### src/rtl/word_reveal_display.sv
// Hangman word display: tracks revealed letter positions and misses for the
// current word, runs the IDLE/PLAYING/WON/LOST game FSM and drives the
// letter 7-seg digits, the miss-count digit and the LED bar.
//
// Ports:
//   clk, resetn    clock, asynchronous active-low reset
//   new_game       pulse: latch word_letters/word_len, clear progress
//   word_letters   5-bit letter code per position (A=0..Z=25)
//   word_len       active positions (clamped to NUM_POS)
//   hit_valid      strobe qualifying hit_mask
//   hit_mask       positions matched by the current guess
//   miss_valid     strobe: current guess matched nothing
//   hex_letters    active-low {g..a} segments per position
//   hex_status     active-low hex digit of the miss count
//   ledr           [MAX_MISSES-1:0] miss thermometer, [8] lost, [9] won
//   game_state     0 IDLE, 1 PLAYING, 2 WON, 3 LOST
//
// Optional feature: define HANGMAN_BLINK_EN to blink the letters in WON/LOST.
module word_reveal_display #(
  parameter int unsigned NUM_POS    = 5,
  parameter int unsigned MAX_MISSES = 6,
  parameter int unsigned BLINK_BITS = 24
) (
  input  logic                 clk,
  input  logic                 resetn,
  input  logic                 new_game,
  input  logic [5*NUM_POS-1:0] word_letters,
  input  logic [2:0]           word_len,
  input  logic                 hit_valid,
  input  logic [NUM_POS-1:0]   hit_mask,
  input  logic                 miss_valid,
  output logic [7*NUM_POS-1:0] hex_letters,
  output logic [6:0]           hex_status,
  output logic [9:0]           ledr,
  output logic [1:0]           game_state
);

  localparam int unsigned WORD_W = 5 * NUM_POS;
  localparam int unsigned HEX_W  = 7 * NUM_POS;
  localparam int unsigned MISS_W = 4;

  typedef enum logic [1:0] {
    IDLE    = 2'd0,
    PLAYING = 2'd1,
    WON     = 2'd2,
    LOST    = 2'd3
  } state_t;

  state_t              state;
  logic [WORD_W-1:0]   word;
  logic [NUM_POS-1:0]  len_mask;
  logic [NUM_POS-1:0]  mask;
  logic [MISS_W-1:0]   misses;

  logic [2:0]          len_clamped;
  logic [NUM_POS-1:0]  len_mask_new;
  logic [NUM_POS-1:0]  mask_next;
  logic [MISS_W-1:0]   misses_next;
  logic                blank_all;

  logic [HEX_W-1:0]    hex_next;
  logic [6:0]          status_next;
  logic [9:0]          ledr_next;

  // Letter glyphs, active-low {g,f,e,d,c,b,a}; codes above Z are blank.
  function automatic logic [6:0] letter_glyph(input logic [4:0] code);
    case (code)
      5'd0:  letter_glyph = 7'b000_1000; // A
      5'd1:  letter_glyph = 7'b000_0011; // b
      5'd2:  letter_glyph = 7'b100_0110; // C
      5'd3:  letter_glyph = 7'b010_0001; // d
      5'd4:  letter_glyph = 7'b000_0110; // E
      5'd5:  letter_glyph = 7'b000_1110; // F
      5'd6:  letter_glyph = 7'b100_0010; // G
      5'd7:  letter_glyph = 7'b000_1001; // H
      5'd8:  letter_glyph = 7'b111_1001; // I
      5'd9:  letter_glyph = 7'b110_0001; // J
      5'd10: letter_glyph = 7'b000_1010; // K
      5'd11: letter_glyph = 7'b100_0111; // L
      5'd12: letter_glyph = 7'b110_1010; // M
      5'd13: letter_glyph = 7'b010_1011; // n
      5'd14: letter_glyph = 7'b100_0000; // O
      5'd15: letter_glyph = 7'b000_1100; // P
      5'd16: letter_glyph = 7'b001_1000; // q
      5'd17: letter_glyph = 7'b010_1111; // r
      5'd18: letter_glyph = 7'b001_0010; // S
      5'd19: letter_glyph = 7'b000_0111; // t
      5'd20: letter_glyph = 7'b100_0001; // U
      5'd21: letter_glyph = 7'b110_0011; // v
      5'd22: letter_glyph = 7'b101_0101; // W
      5'd23: letter_glyph = 7'b011_0110; // X
      5'd24: letter_glyph = 7'b001_0001; // Y
      5'd25: letter_glyph = 7'b010_0100; // Z
      default: letter_glyph = 7'h7F;
    endcase
  endfunction

  // Board hex decoder encoding, active-low.
  function automatic logic [6:0] hex_digit(input logic [3:0] val);
    case (val)
      4'h0: hex_digit = 7'h40;
      4'h1: hex_digit = 7'h79;
      4'h2: hex_digit = 7'h24;
      4'h3: hex_digit = 7'h30;
      4'h4: hex_digit = 7'h19;
      4'h5: hex_digit = 7'h12;
      4'h6: hex_digit = 7'h02;
      4'h7: hex_digit = 7'h78;
      4'h8: hex_digit = 7'h00;
      4'h9: hex_digit = 7'h10;
      4'hA: hex_digit = 7'h08;
      4'hB: hex_digit = 7'h03;
      4'hC: hex_digit = 7'h46;
      4'hD: hex_digit = 7'h21;
      4'hE: hex_digit = 7'h06;
      default: hex_digit = 7'h0E;
    endcase
  endfunction

  // Clamp the word length and expand it into a position mask.
  always_comb begin
    len_clamped  = (word_len > 3'(NUM_POS)) ? 3'(NUM_POS) : word_len;
    len_mask_new = '0;
    for (int i = 0; i < NUM_POS; i++) begin
      len_mask_new[i] = (3'(i) < len_clamped);
    end
  end

  // Progress update for one PLAYING cycle; a hit wins over a simultaneous miss.
  always_comb begin
    mask_next   = mask;
    misses_next = misses;
    if (hit_valid) begin
      mask_next = mask | (hit_mask & len_mask);
    end else if (miss_valid && (misses != MISS_W'(MAX_MISSES))) begin
      misses_next = misses + MISS_W'(1);
    end
  end

  // Game FSM and progress registers; win/lose evaluated on the updated values.
  always_ff @(posedge clk or negedge resetn) begin
    if (!resetn) begin
      state    <= IDLE;
      word     <= '0;
      len_mask <= '0;
      mask     <= '0;
      misses   <= '0;
    end else if (new_game) begin
      state    <= PLAYING;
      word     <= word_letters;
      len_mask <= len_mask_new;
      mask     <= '0;
      misses   <= '0;
    end else if (state == PLAYING) begin
      mask   <= mask_next;
      misses <= misses_next;
      if ((mask_next & len_mask) == len_mask) begin
        state <= WON;
      end else if (misses_next == MISS_W'(MAX_MISSES)) begin
        state <= LOST;
      end
    end
  end

`ifdef HANGMAN_BLINK_EN
  logic [BLINK_BITS-1:0] blink_cnt;

  always_ff @(posedge clk or negedge resetn) begin
    if (!resetn) begin
      blink_cnt <= '0;
    end else begin
      blink_cnt <= blink_cnt + BLINK_BITS'(1);
    end
  end

  assign blank_all = ((state == WON) || (state == LOST)) && blink_cnt[BLINK_BITS-1];
`else
  assign blank_all = 1'b0;
`endif

  // Next display image from the current game state.
  always_comb begin
    hex_next = '0;
    for (int i = 0; i < NUM_POS; i++) begin
      if (!len_mask[i] || blank_all) begin
        hex_next[7*i +: 7] = 7'h7F;
      end else if ((state == PLAYING) && !mask[i]) begin
        hex_next[7*i +: 7] = 7'b011_1111;
      end else begin
        hex_next[7*i +: 7] = letter_glyph(word[5*i +: 5]);
      end
    end

    status_next = hex_digit(misses);

    ledr_next = '0;
    for (int i = 0; i < 8; i++) begin
      ledr_next[i] = (i < int'(MAX_MISSES)) && (MISS_W'(i) < misses);
    end
    ledr_next[8] = (state == LOST);
    ledr_next[9] = (state == WON);
  end

  // Output registers.
  always_ff @(posedge clk or negedge resetn) begin
    if (!resetn) begin
      hex_letters <= {HEX_W{1'b1}};
      hex_status  <= 7'h40;
      ledr        <= '0;
      game_state  <= 2'd0;
    end else begin
      hex_letters <= hex_next;
      hex_status  <= status_next;
      ledr        <= ledr_next;
      game_state  <= state;
    end
  end

endmodule

### config.mk
export PLATFORM = sky130hd
export DESIGN_NAME = word_reveal_display
export DESIGN_NICKNAME = d
export VERILOG_FILES = /design/src/rtl/word_reveal_display.sv
export SDC_FILE = /design/constraint.sdc
export NUM_CORES = 1
export LEC_CHECK = 0
export ABC_CLOCK_PERIOD_IN_PS = 1900
export CORE_UTILIZATION = 54
export CTS_CLUSTER_SIZE = 10
export DETAILED_ROUTE_END_ITERATION = 8
export HOLD_SLACK_MARGIN = 0.08
export PLACE_DENSITY = 0.92
export SYNTH_ARGS = -nofsm -noshare
export SYNTH_HDL_FRONTEND = slang
export SYNTH_SLANG_ARGS = --single-unit
### constraint.sdc
create_clock -name clk -period 1.9 [get_ports clk]
set_input_delay 0.38 -clock clk [delete_from_list [all_inputs] [get_ports clk]]
set_output_delay 0.38 -clock clk [all_outputs]
set_load 0.05 [all_outputs]
# ---- Word level (Yosys, flattened, before mapping)
# Memories as Yosys holds them, arrays and structs flattened. A register that Yosys moved wholly into a read port is not among the register bits.
# Index checks and enable logic that the tools add are counted.
dict set report classes {
  add_sub_neg 1
  order_cmp 12
  eq_ne 6
  muxes 22
  bitwise_logic 3
  reduce_logical 15
}
# operator n
set ops {}
lappend ops {{2-to-1 mux 7 bit} 10}
lappend ops {{2-to-1 mux 4 bit} 4}
lappend ops {{2-to-1 mux 5 bit} 3}
lappend ops {{AND 5 bit} 2}
lappend ops {{< comparator 1 x 4 -> 1 bit (first input constant)} 2}
lappend ops {{< comparator 2 x 4 -> 1 bit (first input constant)} 2}
lappend ops {{< comparator 3 x 4 -> 1 bit (first input constant)} 2}
lappend ops {{2-to-1 mux 2 bit} 4}
lappend ops {{logical AND 1 bit} 6}
lappend ops {{logical NOT 1 bit} 6}
lappend ops {{< comparator 1 x 3 -> 1 bit (first input constant)} 2}
lappend ops {{< comparator 2 x 3 -> 1 bit (first input constant)} 2}
lappend ops {{== test 5 bit} 1}
lappend ops {{OR 5 bit} 1}
lappend ops {{adder 4 x 1 -> 4 bit (second input constant)} 1}
lappend ops {{== test 2 bit (second input constant)} 2}
lappend ops {{== test 4 x 3 -> 1 bit (second input constant)} 1}
lappend ops {{inequality test 4 x 3 -> 1 bit (second input constant)} 1}
lappend ops {{> comparator 3 bit (second input constant)} 1}
lappend ops {{< comparator 3 bit (first input constant)} 1}
lappend ops {{2-to-1 mux 3 bit} 1}
lappend ops {{nonzero test 3 bit} 1}
lappend ops {{== test 2 x 1 -> 1 bit (second input constant)} 1}
lappend ops {{AND reduction 2 bit} 1}
lappend ops {{nonzero test 2 bit} 1}
dict set report word_totals {
  regBits 86
  rom_bits 1232
  n_memories 6
}
# name words width rd rd_ports_with_merged_regs write_ports line
set memory_table {}
lappend memory_table {{(no name shown)} 32 7 1 0 0 67} ;# case (code)
lappend memory_table {{(no name shown)} 32 7 1 0 0 67}
lappend memory_table {{(no name shown)} 32 7 1 0 0 67}
lappend memory_table {{(no name shown)} 32 7 1 0 0 67}
lappend memory_table {{(no name shown)} 32 7 1 0 0 67}
lappend memory_table {{(no name shown)} 16 7 1 1 0 100} ;# case (val)

# ---- Longest topological paths before layout
# Gate-level depths: netlist (run 1).
dict set report depth {
  word_depth 9
  mapped_depth 7
  mapped_depth_nobuf 6
}

# ---- Least setup slack after synthesis (run 1)
# OpenSTA, ideal clock, no wires.
dict set report synth_path {
  path_type {register to register}
  from {reg misses[0]}
  to {reg state[1]}
  arrival_ps 1558
  required_ps 1796
  setup_slack_ps 239
  stages_incl_launch_ff 7
  path_buffers 0
  path_cell_list {dfrtp_1 -> inv_1 -> ha_1 -> nand4b_1 -> nor4bb_1 -> nor3_1 -> o311ai_1}
}
dict set report synth_via {
  elab_chain_cells 7
  elab_cells_between_ends 8
  cone_classes {add/sub: 1; eq/ne: 2; mux: 2; reduce/logical: 3}
}
# item line
set synth_rtl {}
lappend synth_rtl {{from (decl)} 53} ;# logic [MISS_W-1:0] misses;
lappend synth_rtl {{from (signal assigned)} 156} ;# misses <= misses_next;
lappend synth_rtl {{branches (longest 3 deep; another with adder 4 x 1 -> 4 bit)} --}
lappend synth_rtl {{2-to-1 mux 4 bit (*)} 133} ;# if (hit_valid) begin
lappend synth_rtl {{== test 4 x 3 -> 1 bit (*)} 159} ;# end else if (misses_next == MISS_W'(MAX_MISSES)) begin
lappend synth_rtl {{nonzero test 3 bit (no source line) (*)} --}
lappend synth_rtl {{AND reduction 2 bit (no source line) (*)} --}
lappend synth_rtl {{to (signal assigned)} 143} ;# state <= IDLE;
lappend synth_rtl {{to (signal assigned)} 158} ;# state <= WON;
lappend synth_rtl {{to (signal assigned)} 160} ;# state <= LOST;
lappend synth_rtl {{to (decl)} 49} ;# state_t state;
# Mark *: on every way between the ends.
# A chain may end at the register's enable or synchronous reset.

# ---- Final worst setup path (run 1)
dict set report layout_path {
  from {reg misses[1]}
  to {reg state[1]}
}
# The elaborated chain is that of the path after synthesis.

==> Implementation_results.wiki, run 1 <==
{| class="wikitable"
! Metric !! Value
|-
| Share of Yosys cell area claimed by the top area cell type || 25.2%
|-
| Syn_area_per_cell || 9.41 um^2
|-
| Pin count of the biggest net entering global routing || 41
|-
| # IOs || 92
|-
| Vias per inst || 5.51
|-
| RSZ-0062 raised after global routing || false
|-
| Area growth, synth to finish || 22.4%
|-
| Most frequent cells in the layout || sky130_fd_sc_hd__buf_4, sky130_fd_sc_hd__nand2_1, sky130_fd_sc_hd__o21ai_0, sky130_fd_sc_hd__dfrtp_1, sky130_fd_sc_hd__ha_1
|-
| Mapped Cells || 602
|-
| Cell family with most CP delay || simple AND/OR/NAND/NOR gates
|-
| Die Wd || 104 um
|-
| Die area || 10,900 um^2
|-
| FMAX || 554 MHz
|-
| Gr usage total || 23.7%
|-
| Global-route wire length before repair || 20.8 mm
|-
| Half-perimeter wire length of the detailed placement result || 9.13 mm
|-
| Critical path fanouts, max || 7
|-
| Peak VDD IR || 0.427 mV
|-
| Slew margin rel. || 48.8%
|-
| Vias in the first global route || 4,357
|-
| Worst EP required || 2.17 ns
|-
| EDFF count, synth || 0
|-
| Initial detailed-routing violation count || 239
|-
| Std-Cell Core Area || 10,200 um^2
|-
| Sink count of the clock tree || 93
|-
| Port buffer count || 89
|-
| Final weighted congestion in routability-driven placement || 0.902
|-
| Y dimension of the die || 104 um
|-
| Bufs and invs on worst path || 1
|-
| Setup bufs post-CTS || 0
|-
| Signal arrival time at the worst endpoint || 2.07 ns
|-
| Combined area of all synthesized cells || 5670 um^2
|-
| Ys async rst share || 100%
|-
| First-pass iteration count of the detailed router || 4
|-
| Residual antenna-violating net count after detailed routing || 0
|-
| Longest Clk Path Bufs || 2
|-
| Skew-Pair Late Insertion Delay || 0.36 ns
|-
| Tightest Pin Transition || 0.761 ns
|-
| Stage delay of the slowest cell on the critical path || 0.44 ns
|-
| CP max stage cell || sky130_fd_sc_hd__dfrtp_2
|-
| Antenna Diode Count || 0
|-
| Worst setup path class || register to register
|-
| Number of failing hold endpoints at the final stage || 0
|-
| Yosys top cell by area || sky130_fd_sc_hd__dfrtp_1
|-
| Number of buffers created by CTS || 9
|-
| Post-Route Setup TNS || 0 ns
|-
| FP Rows || 37
|-
| Placed instance area || 6700 um^2
|-
| Number of warnings issued by yosys || 0
|-
| Clock Pin Slew Worst Setup and Hold Paths || 0.10 ns
|-
| Final cell count without fillers || 838
|-
| Main flop type after synthesis || sky130_fd_sc_hd__dfrtp_1
|-
| Fill cell instance count of the final layout || 787
|-
| Final Setup Violations || 0
|-
| Overall Power || 5.73 mW
|-
| Sequential cell area || 2370 um^2
|-
| Most frequent standard cell in the layout excluding fill and tap cells || sky130_fd_sc_hd__buf_4
|-
| Run status || finished, final reports clean
|-
| Proportion of layout cells with a drive suffix above 1 || 19.9%
|-
| Sequential-to-total area share from yosys stat || 41.9%
|-
| Grt ovf || 0
|-
| Power density of the placed cells || 826 nW/um^2
|-
| Remaining routing DRC violations || 0
|-
| Final Slew Violations || 0
|-
| WL final || 12.5 mm
|-
| #FFs+latches synth || 93
|-
| Critical path cell sequence || inv_1, ha_1, nand4b_1, nor4bb_1, nor3_1, o311ai_1
|-
| Hold WS || 0.446 ns
|-
| Master cell of the clock root buffer || sky130_fd_sc_hd__clkbuf_8
|-
| Worst-case clock skew || 0.0110 ns
|-
| Synth top area cells || sky130_fd_sc_hd__dfrtp_1, sky130_fd_sc_hd__dfstp_2, sky130_fd_sc_hd__ha_1, sky130_fd_sc_hd__o21ai_0, sky130_fd_sc_hd__a21oi_1
|-
| Max Cap Viol || 0
|-
| Avg WL per Cell || 14.9 um
|-
| Pleak || 3.21 nW
|-
| Clock tree from TritonCTS || done
|-
| Vias || 4,617
|-
| Worst hold path class || register to register
|-
| Cell count after placement || 821
|-
| Area taken by multi-input logic gates || 3000 um^2
|-
| # H-tree levels || 3
|-
| Startpoint Class || register
|-
| Cell area after layout || 6940 um^2
|-
| Final worst-path cycle share || 94.9%
|-
| Post-route minimum period || 1.80 ns
|-
| Initial antenna violation count || 0
|-
| Starting density of the core || 55.4%
|-
| Number of library cell types mapped by synthesis || 51
|-
| Critical path endpoint category || register
|-
| Final layout net count || 789
|-
| FF-to-FF setup slack || 0.1 ns
|}
[worst paths after layout]
check | start | endpoint | cells after the start
max | misses[1]$_DFFE_PN0P_ | state[1]$_DFFE_PN0P_ | 6
max in group asynchronous | resetn | hex_status[6]$_DFF_PN1_ | 3
min reg2reg | len_mask[4]$_DFFE_PN0P_ | hex_letters[34]$_DFF_PN1_ | 1
min | len_mask[4]$_DFFE_PN0P_ | hex_letters[34]$_DFF_PN1_ | 1
max reg2reg | misses[1]$_DFFE_PN0P_ | state[1]$_DFFE_PN0P_ | 6
min in group asynchronous | resetn | state[1]$_DFFE_PN0P_ | 2
[metal layers]
layer	share of wire (%)	vias to the layer above	GRT usage (%)
met4	1.1	0	7.14
li1	-	2291	-
met2	48	126	38.5
met3	4.6	18	4.26
met1	46	2182	32.3
met5	0	-	0
[worst reg2reg max path: cells and delay by family (launching register included)]
| family | cells | cell delay, ns |
|---|---|---|
| and+or+nand+nor | 3 | 0.57 |
| adders and majority gates | 1 | 0.33 |
| buffers and inverters | 1 | 0.11 |
| DFF | 1 | 0.44 |
| AOI/OAI and AO/OA | 1 | 0.27 |
[sequential cells by signal, indices dropped and copies added, names as in the netlist]
register and flops:
hex_letters 35, word 25, ledr 8, hex_status 7, len_mask 5, mask 5
misses 4, game_state 2, state 2
[power breakdown]
| group | internal [mW] | leakage [nW] | switching [mW] |
|---|---|---|---|
| clock | 0.759 | 0.113 | 0.730 |
| combinational | 0.688 | 2.00 | 1.14 |
| sequential | 2.24 | 1.09 | 0.169 |
[cell families (layout without fill, tap and decap cells)]
logic type               Yosys count  in the layout  synth area share [%]
buffers and inverters             70            169                  5.32
adder cells (fa/ha/maj)           54             54                  11.9
AND/OR/NAND/NOR                  181            181                  15.3
multiplexers                      24             24                  5.72
AO/OA/AOI/OAI                    176            176                  19.3
other                              1              2                0.0662
XOR/XNOR                           3              3                 0.464
flip-flops                        93             93                  41.9
[synthesized netlist by cell type (all sizes together) (5+ instances only)]
cell type,number
o21a,11
mux4,5
a21oi,45
mux2i,8
buf,19
nand2,60
nor2b,12
ha,54
nand2b,24
inv,34
mux2,11
a211oi,14
nor2,50
o221ai,11
nand4,10
o211ai,14
nand3,7
dfstp,36
o21ai,58
clkbuf,15
dfrtp,57
[metrics by stage]
| step | util [%] | worst slack, ns |
|---|---|---|
| after CTS | 67.6 | 0.00241 |
| final | 67.8 | 0.0961 |
| after global placement | 65.4 | 0.0770 |
| after detailed placement | 65.4 | 0.000788 |
| after global routing | 67.8 | 0.0209 |
| after floorplan | - | 0.239 |
[area by class of cell]
type / instances / area share [%]
Clock buffer: 10 / 1.84
Clock inverter: 6 / 1.35
Inverter: 36 / 1.95
Multi-Input combinational cell: 440 / 43.2
Timing Repair Buffer: 117 / 15.0
Tap cell: 136 / 2.45
Sequential cell: 93 / 34.2
[repair_timing]
action                     4_1_cts  5_1_grt
hold buffers                     1        0
resized for setup                8        9
setup endpoints to repair        8        9
cloned                           0        0
hold endpoints to repair        14        0
No activity file was read; power rests on OpenSTA's default activity.
==> run 2, diff against run 1 <==
--- a/config.mk
+++ b/config.mk
@@ -11,6 +11,7 @@
 export DETAILED_ROUTE_END_ITERATION = 8
 export HOLD_SLACK_MARGIN = 0.08
 export PLACE_DENSITY = 0.92
+export SLEW_MARGIN = 20
 export SYNTH_ARGS = -nofsm -noshare
 export SYNTH_HDL_FRONTEND = slang
 export SYNTH_SLANG_ARGS = --single-unit
==> results of run 2 <==
No change in the layout: final DEF, timing and power equal those of run 1.
